**config.mk**
```make
export PLATFORM = sky130hd
export DESIGN_NAME = serial_add_seq_flat
export DESIGN_NICKNAME = d
export VERILOG_FILES = /design/src/rtl/serial_add_seq_if.sv /design/src/rtl/serial_add_seq.sv /design/src/flat_wrapper.sv
export SDC_FILE = /design/constraint.sdc
export NUM_CORES = 1
export LEC_CHECK = 0
export CAP_MARGIN = 20
export CORE_UTILIZATION = 40
export DETAILED_ROUTE_END_ITERATION = 6
export GPL_TIMING_DRIVEN = 1
export SLEW_MARGIN = 15
export SYNTH_ARGS = -nofsm -noshare
export SYNTH_HDL_FRONTEND = slang
export SYNTH_SLANG_ARGS = --single-unit
```
**constraint.sdc**
```tcl
create_clock -name clk -period 1.8 [get_ports clk]
set_clock_uncertainty 0.05 [all_clocks]
set_input_delay 0.27 -clock clk [delete_from_list [all_inputs] [get_ports clk]]
set_output_delay 0.27 -clock clk [all_outputs]
set_load 0.005 [all_outputs]
```
**src/rtl/serial_add_seq_if.sv**
```systemverilog
// Bus between the serial adder sequencer, its requester and the external half adder.
// The slave modport is the sequencer's view; the master modport is the environment's view.
interface serial_add_seq_if #(
  parameter int unsigned WIDTH = 8
);
  logic             start;
  logic [WIDTH-1:0] a_in;
  logic [WIDTH-1:0] b_in;
  logic             ha_a;
  logic             ha_b;
  logic             ha_sum;
  logic             ha_cout;
  logic             busy;
  logic             done;
  logic [WIDTH:0]   result;

  modport slave (
    input  start, a_in, b_in, ha_sum, ha_cout,
    output ha_a, ha_b, busy, done, result
  );

  modport master (
    output start, a_in, b_in, ha_sum, ha_cout,
    input  ha_a, ha_b, busy, done, result
  );
endinterface

```
**src/rtl/serial_add_seq.sv**
```systemverilog
// Bit-serial adder built around an external single-bit half adder.
// Operands stream LSB first; a local carry register completes each full-adder step.
module serial_add_seq #(
  parameter int unsigned WIDTH = 8
) (
  input  logic             clk,
  input  logic             rst_n,
  serial_add_seq_if.slave  bus
);

  localparam int unsigned CntW = (WIDTH > 1) ? $clog2(WIDTH) : 1;
  localparam logic [CntW-1:0] CntLast = CntW'(WIDTH - 1);

  typedef enum logic [1:0] {StIdle, StShift, StDone} state_e;

  state_e           state_q, state_d;
  logic [WIDTH-1:0] a_q, a_d;
  logic [WIDTH-1:0] b_q, b_d;
  logic [WIDTH-1:0] acc_q, acc_d;
  logic [CntW-1:0]  cnt_q, cnt_d;
  logic             carry_q, carry_d;
  logic [WIDTH:0]   result_q, result_d;

  logic             sum_bit;
  logic             carry_next;

  // Second half-adder stage folds the stored carry into the external half adder output.
  assign sum_bit    = bus.ha_sum ^ carry_q;
  assign carry_next = bus.ha_cout | (bus.ha_sum & carry_q);

  always_comb begin
    state_d  = state_q;
    a_d      = a_q;
    b_d      = b_q;
    acc_d    = acc_q;
    cnt_d    = cnt_q;
    carry_d  = carry_q;
    result_d = result_q;

    unique case (state_q)
      StIdle: begin
        if (bus.start) begin
          a_d     = bus.a_in;
          b_d     = bus.b_in;
          carry_d = 1'b0;
          cnt_d   = '0;
          acc_d   = '0;
          state_d = StShift;
        end
      end
      StShift: begin
        a_d     = a_q >> 1;
        b_d     = b_q >> 1;
        carry_d = carry_next;
        // Sum bits enter at the MSB so bit 0 ends up lowest after WIDTH shifts.
        acc_d   = (acc_q >> 1) | {sum_bit, {(WIDTH-1){1'b0}}};
        if (cnt_q == CntLast) begin
          result_d = {carry_next, sum_bit, acc_q[WIDTH-1:1]};
          state_d  = StDone;
        end else begin
          cnt_d = cnt_q + CntW'(1);
        end
      end
      StDone: begin
        state_d = StIdle;
      end
      default: begin
        state_d = StIdle;
      end
    endcase
  end

  always_ff @(posedge clk or negedge rst_n) begin
    if (!rst_n) begin
      state_q  <= StIdle;
      a_q      <= '0;
      b_q      <= '0;
      acc_q    <= '0;
      cnt_q    <= '0;
      carry_q  <= 1'b0;
      result_q <= '0;
    end else begin
      state_q  <= state_d;
      a_q      <= a_d;
      b_q      <= b_d;
      acc_q    <= acc_d;
      cnt_q    <= cnt_d;
      carry_q  <= carry_d;
      result_q <= result_d;
    end
  end

  assign bus.ha_a   = (state_q == StShift) & a_q[0];
  assign bus.ha_b   = (state_q == StShift) & b_q[0];
  assign bus.busy   = (state_q == StShift);
  assign bus.done   = (state_q == StDone);
  assign bus.result = result_q;

endmodule

```
**src/flat_wrapper.sv**
```systemverilog
// flat-port wrapper written by rule: the top's interface ports become plain ports
module serial_add_seq_flat 
#(
  parameter int unsigned WIDTH = 8
)
  (clk, rst_n, bus_start, bus_a_in, bus_b_in, bus_ha_sum, bus_ha_cout, bus_ha_a, bus_ha_b, bus_busy, bus_done, bus_result);
  serial_add_seq_if #(.WIDTH(WIDTH)) bus_i ();
  input  logic clk;
  input  logic rst_n;
  input wire logic [$bits(bus_i.start)-1:0] bus_start;
  input wire logic [$bits(bus_i.a_in)-1:0] bus_a_in;
  input wire logic [$bits(bus_i.b_in)-1:0] bus_b_in;
  input wire logic [$bits(bus_i.ha_sum)-1:0] bus_ha_sum;
  input wire logic [$bits(bus_i.ha_cout)-1:0] bus_ha_cout;
  output wire logic [$bits(bus_i.ha_a)-1:0] bus_ha_a;
  output wire logic [$bits(bus_i.ha_b)-1:0] bus_ha_b;
  output wire logic [$bits(bus_i.busy)-1:0] bus_busy;
  output wire logic [$bits(bus_i.done)-1:0] bus_done;
  output wire logic [$bits(bus_i.result)-1:0] bus_result;
  assign bus_i.start = bus_start;
  assign bus_i.a_in = bus_a_in;
  assign bus_i.b_in = bus_b_in;
  assign bus_i.ha_sum = bus_ha_sum;
  assign bus_i.ha_cout = bus_ha_cout;
  assign bus_ha_a = bus_i.ha_a;
  assign bus_ha_b = bus_i.ha_b;
  assign bus_busy = bus_i.busy;
  assign bus_done = bus_i.done;
  assign bus_result = bus_i.result;
  serial_add_seq #(.WIDTH(WIDTH)) u_core (.clk(clk), .rst_n(rst_n), .bus(bus_i));
endmodule
```
==> results.env, run 1 <==
CRIT_REQUIRED_NS=1.48
TIMING.FINAL.MAX_SLEW_VIOLATIONS=0
CP.ARRIVAL_NS=1.43
DR.FIRST_ITER.DRC_COUNT=112
CRIT_BUF_INV=2
POST_SYNTH_XOR_AREA_FRACTION=0
CLK-INSERTION-DELAY-LATE_NS=0.29
ANTENNA_VIOLATIONS_BEFORE_REPAIR=0
MAX_STAGE_DELAY_NS=0.50
SYNTH_TOP_CELLS_BY_COUNT='38 x sky130_fd_sc_hd__dfrtp_1, 26 x sky130_fd_sc_hd__o22ai_1, 15 x sky130_fd_sc_hd__a21oi_1'
NUMBER_OF_CLOCK_BUFFERS_INSERTED_BY_TRITONCTS=5
POST-SYNTH-TOP-COUNT-CELL='sky130_fd_sc_hd__dfrtp_1'
FINALNETCOUNT=217
CP_MAX_FO=3
CTSLONGESTPATHBUFFERS=2
CRIT_PATH_TOP_DELAY_CELL='sky130_fd_sc_hd__clkdlybuf4s50_1'
TRITONCTS='done'
TOP_USAGE_LAYER='met2'
CRITICAL_PATH.TOP_DELAY_FAMILY='buffers and inverters'
GRT_PASS1_WL_UM=6430
CLOCK_PIN_SLEW_OF_THE_REGISTERS_ON_THE_WORST_CASE_SETUP_AND_HOLD_PATHS_NS=0.07
LAYOUT-AREA-OVERHEAD-VS-SYNTH_PCT=32.79
ROUTED_WIRELENGTH_UM=3809
ANT_NETS=0
POST_DRT_VIA_CELL_RATIO=5.475
OVERALL_DIE_HEIGHT_UM=66.72
TIGHTEST_SLEW_NS=0.5407
NUMCLOCKSINKS=38
FINAL_LAYOUT_SIZE_SUFFIX_GT1_FRAC=0.2165
CORE_REGION_AREA_UM2=4000
GRT_SETUP_UNREPAIRED='false'
TIMING.HOLD.WORST.CLASS='input port to async pin'
GR-USAGE-MET3=0.06336
LAYOUT.FILLER_CELLS=359
CTS-HTREE-LEVELS=2
HOLD_WS_NS=0.3535
ANTENNA_CELLS=0
FLOORPLAN.DIE.WIDTH_UM=66.72
CTS_HOLD_BUFFERS=0
MIN_CLOCK_PERIOD_POST_ROUTE_NS=1.749
FIRST_GLOBAL_VIAS=1380
REGTOREGSETUPSLACK_NS=0.19
AVGSYNTHCELLAREA_UM2=11.32
SYNTHMUXAREASHARE=0.05377
GRT.TOTAL_USAGE=0.2004
LARGEST_CELLS_BY_AREA_AFTER_SYNTHESIS='sky130_fd_sc_hd__dfrtp_1 57%, sky130_fd_sc_hd__o22ai_1 9.7%, sky130_fd_sc_hd__mux2_2 5.4%'
TOTALPOWERFINAL_W=0.003495
USE_MET2=0.3295
FMAX_MHz=571.8
SYN-INSTANCE-COUNT=148
IR_WORST_VDD_uV=754.5
RR_STARTPOINT='u_core.state_q[1]$_DFFE_PN0P_'
PORT-BUFFER-COUNT=33
YS_TYPES=27
FINAL.SETUP.TNS_NS=0
SETUP_VIOL=0
SYNTH_COMPOUND_AREA_FRAC=0.2293
CLOCK_ROOT_CELL='sky130_fd_sc_hd__clkbuf_8'
FLOORPLAN.ROWS=23
MAXCAPVIOLCOUNT=0
SYNTH_SIMPLE_GATE_AREA_SHARE=0.07468
GRT-OVFL-TOTAL=0
CATEGORY_OF_THE_MOST_CRITICAL_SETUP_PATH='flop to output pin'
YOSYS_MOST_USED_DFF='sky130_fd_sc_hd__dfrtp_1'
SYN_NETS=172
FINALCRITPERIODSHARE=0.9716
YOSYS.AREA.TOP_TYPE='sky130_fd_sc_hd__dfrtp_1'
SHARE_OF_FLIP_FLOPS_WITH_AN_ASYNCHRONOUS_SET_OR_RESET_AFTER_SYNTHESIS=1.000
RR_WORST_DEPTH=5
STARTPOINT_TYPE='flop'
CP_CELL_SEQUENCE='nand2b_4, inv_2, clkdlybuf4s50_1'
FINALCOREUTILIZATION=0.5561
VIAS=1336
GLOBALPLACE.CONGESTION=0.7869
DR.PASS1.ITERS=4
WORST-PATH-STAGES=3
PWR_DENS_nW_PER_UM2=1571
SYNTHESIS.AREA_UM2=1675
REG2REG_TO='u_core.a_q[1]$_DFFE_PN0P_'
SYNTH-EDFF-COUNT=0
YOSYS_WARNINGS=0
SLEW_HEADROOM=0.6391
INITIAL_UTILIZATION=0.4188
DOMINANT_COMBINATIONAL_CELL_FAMILY_BY_AREA_AFTER_SYNTHESIS='compound AO/OA/AOI/OAI gates'
GRT_START_MAX_NET_PINS=39
FINAL_HOLD_VIOL_COUNT=0
WORST_SETUP_PATH_END_KIND='output pin'
DRC=0
P_LEAK_nW=0.9929
NUM_IO_PINS=34
YOSYS.AREA_SHARE.ADDER=0.02240
POST-SYNTH-TOP-AREA-FRACTION=0.5676
DIEAREA_UM2=4451
SYNTH_SEQ_AREA_SHARE=0.5676
USE_MET1=0.2396
SYNTH_SEQ_CELLS=38
OUTCOME='finished, final reports clean'
WL_PER_CELL_UM=15.61
DP.FINAL_HPWL_UM=2500
-- sequential cells by signal, indices dropped and copies added (netlist names) --
name	cells
u_core.carry_q	1
u_core.a_q	8
u_core.cnt_q	3
u_core.b_q	8
u_core.bus.result	9
u_core.state_q	2
u_core.acc_q	7
-- metrics by stage --
step           instance area [um2]  setup slack, ns  cells
6_report                      2225          0.05112    244
3_5_place_dp                  2074          0.06576    230
4_1_cts                       2215         0.004959    244
5_1_grt                       2225         0.003842    244
2_1_floorplan                 1675           0.2380    148
3_3_place_gp                  2074           0.1517    230
-- worst max path at each step --
stage                                              from                          endpoint  slack, ns
after global placement                        bus_start         u_core.b_q[6]$_DFFE_PN0P_       0.15
after CTS                 u_core.state_q[1]$_DFFE_PN0P_                          bus_busy      0.005
final                     u_core.state_q[1]$_DFFE_PN0P_                          bus_busy       0.05
after floorplan             u_core.cnt_q[0]$_DFFE_PN0P_  u_core.bus.result[1]$_DFFE_PN0P_       0.24
after detailed placement                      bus_start         u_core.a_q[1]$_DFFE_PN0P_       0.07
after global routing      u_core.state_q[1]$_DFFE_PN0P_                          bus_busy      0.004
-- layout make-up --
cell class	instances	area [um2]	area share
Timing Repair Buffer	49	451.7	0.2030
Inverter	5	18.77	0.008436
Clock buffer	6	82.58	0.03712
Tap cell	50	62.56	0.02812
Sequential cell	38	952.2	0.4280
Clock inverter	2	12.51	0.005624
Multi-Input combinational cell	94	644.4	0.2897
-- timing repair --
item	4_1_cts	5_1_grt
resized for setup	3	2
setup endpoints to repair	4	2
endpoints found under the hold margin	0	0
setup buffers	6	0
-- layer usage --
| layer | vias up | share of wire |
|---|---|---|
| met1 | 653 | 0.46 |
| met3 | 6 | 0.055 |
| met2 | 38 | 0.47 |
| met5 | - | 0 |
| met4 | 0 | 0.014 |
| li1 | 639 | - |
-- cell families (layout without fill, tap and decap cells) --
kind of cell	Yosys count	after routing
muxes	8	8
adders and majority gates	3	3
AOI/OAI and AO/OA	62	62
and+or+nand+nor	21	21
buffers and inverters	16	62
DFF	38	38
-- power breakdown --
| group | internal [W] | total (W) | switching, W |
|---|---|---|---|
| Combinational | 0.000756 | 0.00136 | 0.000600 |
| Clock | 0.000307 | 0.000607 | 0.000300 |
| Sequential | 0.00124 | 0.00153 | 0.000293 |
-- cell usage in the layout, fill, tap and decap left out, types with 2 or more instances in the layout --
| master | instances |
|---|---|
| sky130_fd_sc_hd__a21oi_1 | 15 |
| sky130_fd_sc_hd__a22o_1 | 7 |
| sky130_fd_sc_hd__a22oi_1 | 2 |
| sky130_fd_sc_hd__and3_2 | 2 |
| sky130_fd_sc_hd__buf_4 | 16 |
| sky130_fd_sc_hd__clkbuf_8 | 6 |
| sky130_fd_sc_hd__clkdlybuf4s50_1 | 31 |
| sky130_fd_sc_hd__dfrtp_1 | 37 |
| sky130_fd_sc_hd__ha_1 | 3 |
| sky130_fd_sc_hd__inv_1 | 3 |
| sky130_fd_sc_hd__inv_2 | 2 |
| sky130_fd_sc_hd__mux2_2 | 8 |
| sky130_fd_sc_hd__nand2_1 | 8 |
| sky130_fd_sc_hd__nor2_1 | 4 |
| sky130_fd_sc_hd__o21ai_0 | 8 |
| sky130_fd_sc_hd__o22ai_1 | 26 |
No activity file was read; power rests on OpenSTA's default activity.
==> run 2, diff against run 1 <==
Settings changed: CORE_ASPECT_RATIO from default to 1.2, DONT_BUFFER_PORTS from default to 1.
==> run 2 against run 1 <==
  * First-iteration DRC count down 48%
  * Count of clock-buffer cells in the layout down 1
  * Worst setup slack better by 0.081 ns
  * Sequential cell count unchanged
  * Largest cell class unchanged
  * Worst hold slack worse by 0.26 ns
  * Combinational power down 27%
  * Critical path type unchanged
  * Global-route usage down 3.0 points
  * Wire length down 12%
  * Die area about the same
==> results.env, run 2 (synthesis results as in run 1) <==
FINAL_LAYOUT_SIZE_SUFFIX_GT1_FRAC=0.1800  # -0.03649
CP.ARRIVAL_NS=1.35  # -0.08 ns
TIMING.HOLD.WORST.CLASS='input port to flop'
SETUP_VIOL=0  # unchanged
LAYOUT.FILLER_CELLS=385  # +7.2%
CP_CELL_SEQUENCE='inv_1, and3_2'
CRIT_REQUIRED_NS=1.48  # about the same
DIEAREA_UM2=4452  # about the same
LARGEST_REG_FLOPS=9  # unchanged
POST_DRT_VIA_CELL_RATIO=5.642  # +3.0%
MOSTFREQUENTLAYOUTCELL='sky130_fd_sc_hd__dfrtp_1'
ANTENNA_VIOLATIONS_BEFORE_REPAIR=0  # unchanged
PWR_DENS_nW_PER_UM2=1751  # +11%
FINALCRITPERIODSHARE=0.9264  # -0.04524
GR-USAGE-MET3=0.07270  # +0.009339
PLACEMENT_STAGE_CELL_AREA_UM2=1697  # -18%
MIN_CLOCK_PERIOD_POST_ROUTE_NS=1.667  # -0.08143 ns
CLK-INSERTION-DELAY-LATE_NS=0.28  # about the same
MAXCAPVIOLCOUNT=0  # unchanged
FMAX_MHz=599.7  # +4.9%
USE_MET2=0.2838  # -0.04573
FLOORPLAN.DIE.WIDTH_UM=61.08  # -8.4%
TRITONCTS='done'
POST_CTS.REPAIR.SETUP_BUFFERS=0  # -6
CP_MAX_FO=12  # +9
FINAL_HOLD_VIOL_COUNT=0  # unchanged
FIRST_GLOBAL_VIAS=1203  # -13%
DR.FIRST_ITER.DRC_COUNT=58  # -48%
GLOBALPLACE.CONGESTION=0.7459  # -5.2%
NUMBER_OF_CLOCK_BUFFERS_INSERTED_BY_TRITONCTS=5  # unchanged
FINAL.SETUP.TNS_NS=0  # unchanged
GRT_SETUP_UNREPAIRED='false'
FINAL_CELL_MIX='38 x sky130_fd_sc_hd__dfrtp_1, 26 x sky130_fd_sc_hd__o22ai_1, 15 x sky130_fd_sc_hd__a21oi_1'
TIMING.FINAL.MAX_SLEW_VIOLATIONS=0  # unchanged
STARTPOINT_TYPE='flop'
CRIT_BUF_INV=1  # -1
POSTLAYOUTCELLAREA_UM2=1836  # -17%
OVERALL_DIE_HEIGHT_UM=72.90  # +9.3%
SLEW_HEADROOM=0.3603  # -0.2788
NUMCLOCKSINKS=38  # unchanged
P_LEAK_nW=0.8171  # -18%
GRT-OVFL-TOTAL=0  # unchanged
GRT_PASS1_WL_UM=5554  # -14%
PORT-BUFFER-COUNT=0  # -100%
CTS-HTREE-LEVELS=2  # unchanged
DP.FINAL_HPWL_UM=2269  # -9.3%
POST_CTS.RESIZED_INSTANCES=0  # -3
CLOCK_ROOT_CELL='sky130_fd_sc_hd__clkbuf_8'
ROUTED_WIRELENGTH_UM=3351  # -12%
WL_PER_CELL_UM=16.43  # +5.2%
DR.PASS1.ITERS=4  # unchanged
LAYOUT-AREA-OVERHEAD-VS-SYNTH_PCT=9.559
IR_WORST_VDD_uV=851.7  # +13%
TOP_USAGE_LAYER='met2'
OUTCOME='finished, final reports clean'
ANTENNA_CELLS=0  # unchanged
INITIAL_UTILIZATION=0.4217  # +0.002902
TIGHTEST_SLEW_NS=0.9575  # +0.4168 ns
GRT_START_MAX_NET_PINS=39  # unchanged
CRITICAL_PATH.TOP_DELAY_FAMILY='flip-flops'
FLOORPLAN.ROWS=25  # +8.7%
CRIT_PATH_TOP_DELAY_CELL='sky130_fd_sc_hd__dfrtp_1'
NUM_IO_PINS=34  # unchanged
ANT_NETS=0  # unchanged
FINALCOREUTILIZATION=0.4620  # -0.09410
CATEGORY_OF_THE_MOST_CRITICAL_SETUP_PATH='flop to output pin'
WORST_SETUP_PATH_END_KIND='output pin'
CORE_REGION_AREA_UM2=3973  # -0.69%
GRT.TOTAL_USAGE=0.1706  # -0.02980
MAX_STAGE_DELAY_NS=0.54  # +0.04 ns
FINALNETCOUNT=173  # -20%
CTSLONGESTPATHBUFFERS=2  # unchanged
CLOCK_PIN_SLEW_OF_THE_REGISTERS_ON_THE_WORST_CASE_SETUP_AND_HOLD_PATHS_NS=0.07  # about the same
DRC=0  # unchanged
VIAS=1151  # -14%
USE_MET1=0.1953  # -0.04421
-- run 2: changes by cell type in the layout (fill, tap and decap cells not counted), sizes merged --
cell           previous run  this run
bufinv                    0         1
clkbuf                    6         5
dlygate4sd3               0         1
buf                      16         4
clkinv                    1         2
clkdlybuf4s50            31         0
clkinvlp                  1         0
dlygate4sd2               1         0
dlymetal6s2s              1         0
-- run 2: timing repair --
item	4_1_cts	5_1_grt
hold buffers	2	0
hold endpoints to repair	38	0
endpoints found under the setup margin	0	0
-- run 2: cell type report --
class / count / area (um2) / area share
Sequential cell: 38 / 950.9 / 0.5181
Multi-Input combinational cell: 94 / 636.9 / 0.3470
Clock buffer: 5 / 68.82 / 0.03749
Tap cell: 54 / 67.56 / 0.03681
Timing Repair Buffer: 5 / 52.55 / 0.02863
Clock inverter: 3 / 40.04 / 0.02181
Inverter: 5 / 18.77 / 0.01022
-- run 2: final timing paths --
check	startpoint	depth (start not counted)	endpoint	slack, ns
hold / removal	bus_start	2	u_core.state_q[0]$_DFFE_PN0P_	0.09
setup reg to reg	u_core.cnt_q[0]$_DFFE_PN0P_	4	u_core.bus.result[2]$_DFFE_PN0P_	0.17
min in group asynchronous	rst_n	2	u_core.a_q[6]$_DFFE_PN0P_	0.43
hold reg to reg	u_core.carry_q$_DFFE_PN0P_	2	u_core.carry_q$_DFFE_PN0P_	0.45
max in group asynchronous	rst_n	2	u_core.cnt_q[0]$_DFFE_PN0P_	1.09
setup / recovery	u_core.state_q[1]$_DFFE_PN0P_	2	bus_ha_a	0.13
-- run 2: power by group --
group	switching [W]	total, W	internal [W]
clock network	0.000276	0.000683	0.000407
logic	0.000521	0.000992	0.000471
registers	0.000303	0.00154	0.00124
total	0.00110	0.00321	0.00211
-- run 2: metal layers --
metal	routed length, um	up-vias	part of all wire
met2	1770	33	0.53
met1	1330	566	0.40
met5	0	-	0
met3	215	4	0.064
met4	34	0	0.010
li1	-	548	-
-- run 2: stage by stage --
stage | setup WS (ns) | hold slack, ns | total power, W | std cells
floorplan | 0.2380 | -0.07559 | 0.002307 | 148
global placement | 0.2494 | -0.07446 | 0.002459 | 194
detailed placement | 0.1890 | -0.07447 | 0.002523 | 194
CTS | 0.1062 | 0.08075 | 0.003249 | 204
global route | 0.02620 | 0.08283 | 0.003463 | 204
finish | 0.1325 | 0.09299 | 0.003215 | 204
==> run 3, diff against run 2 <==
Settings changed: SLEW_MARGIN 15 to 20.
==> results of run 3 <==
Same layout as run 2: the final DEF is identical, and so are final timing and power.
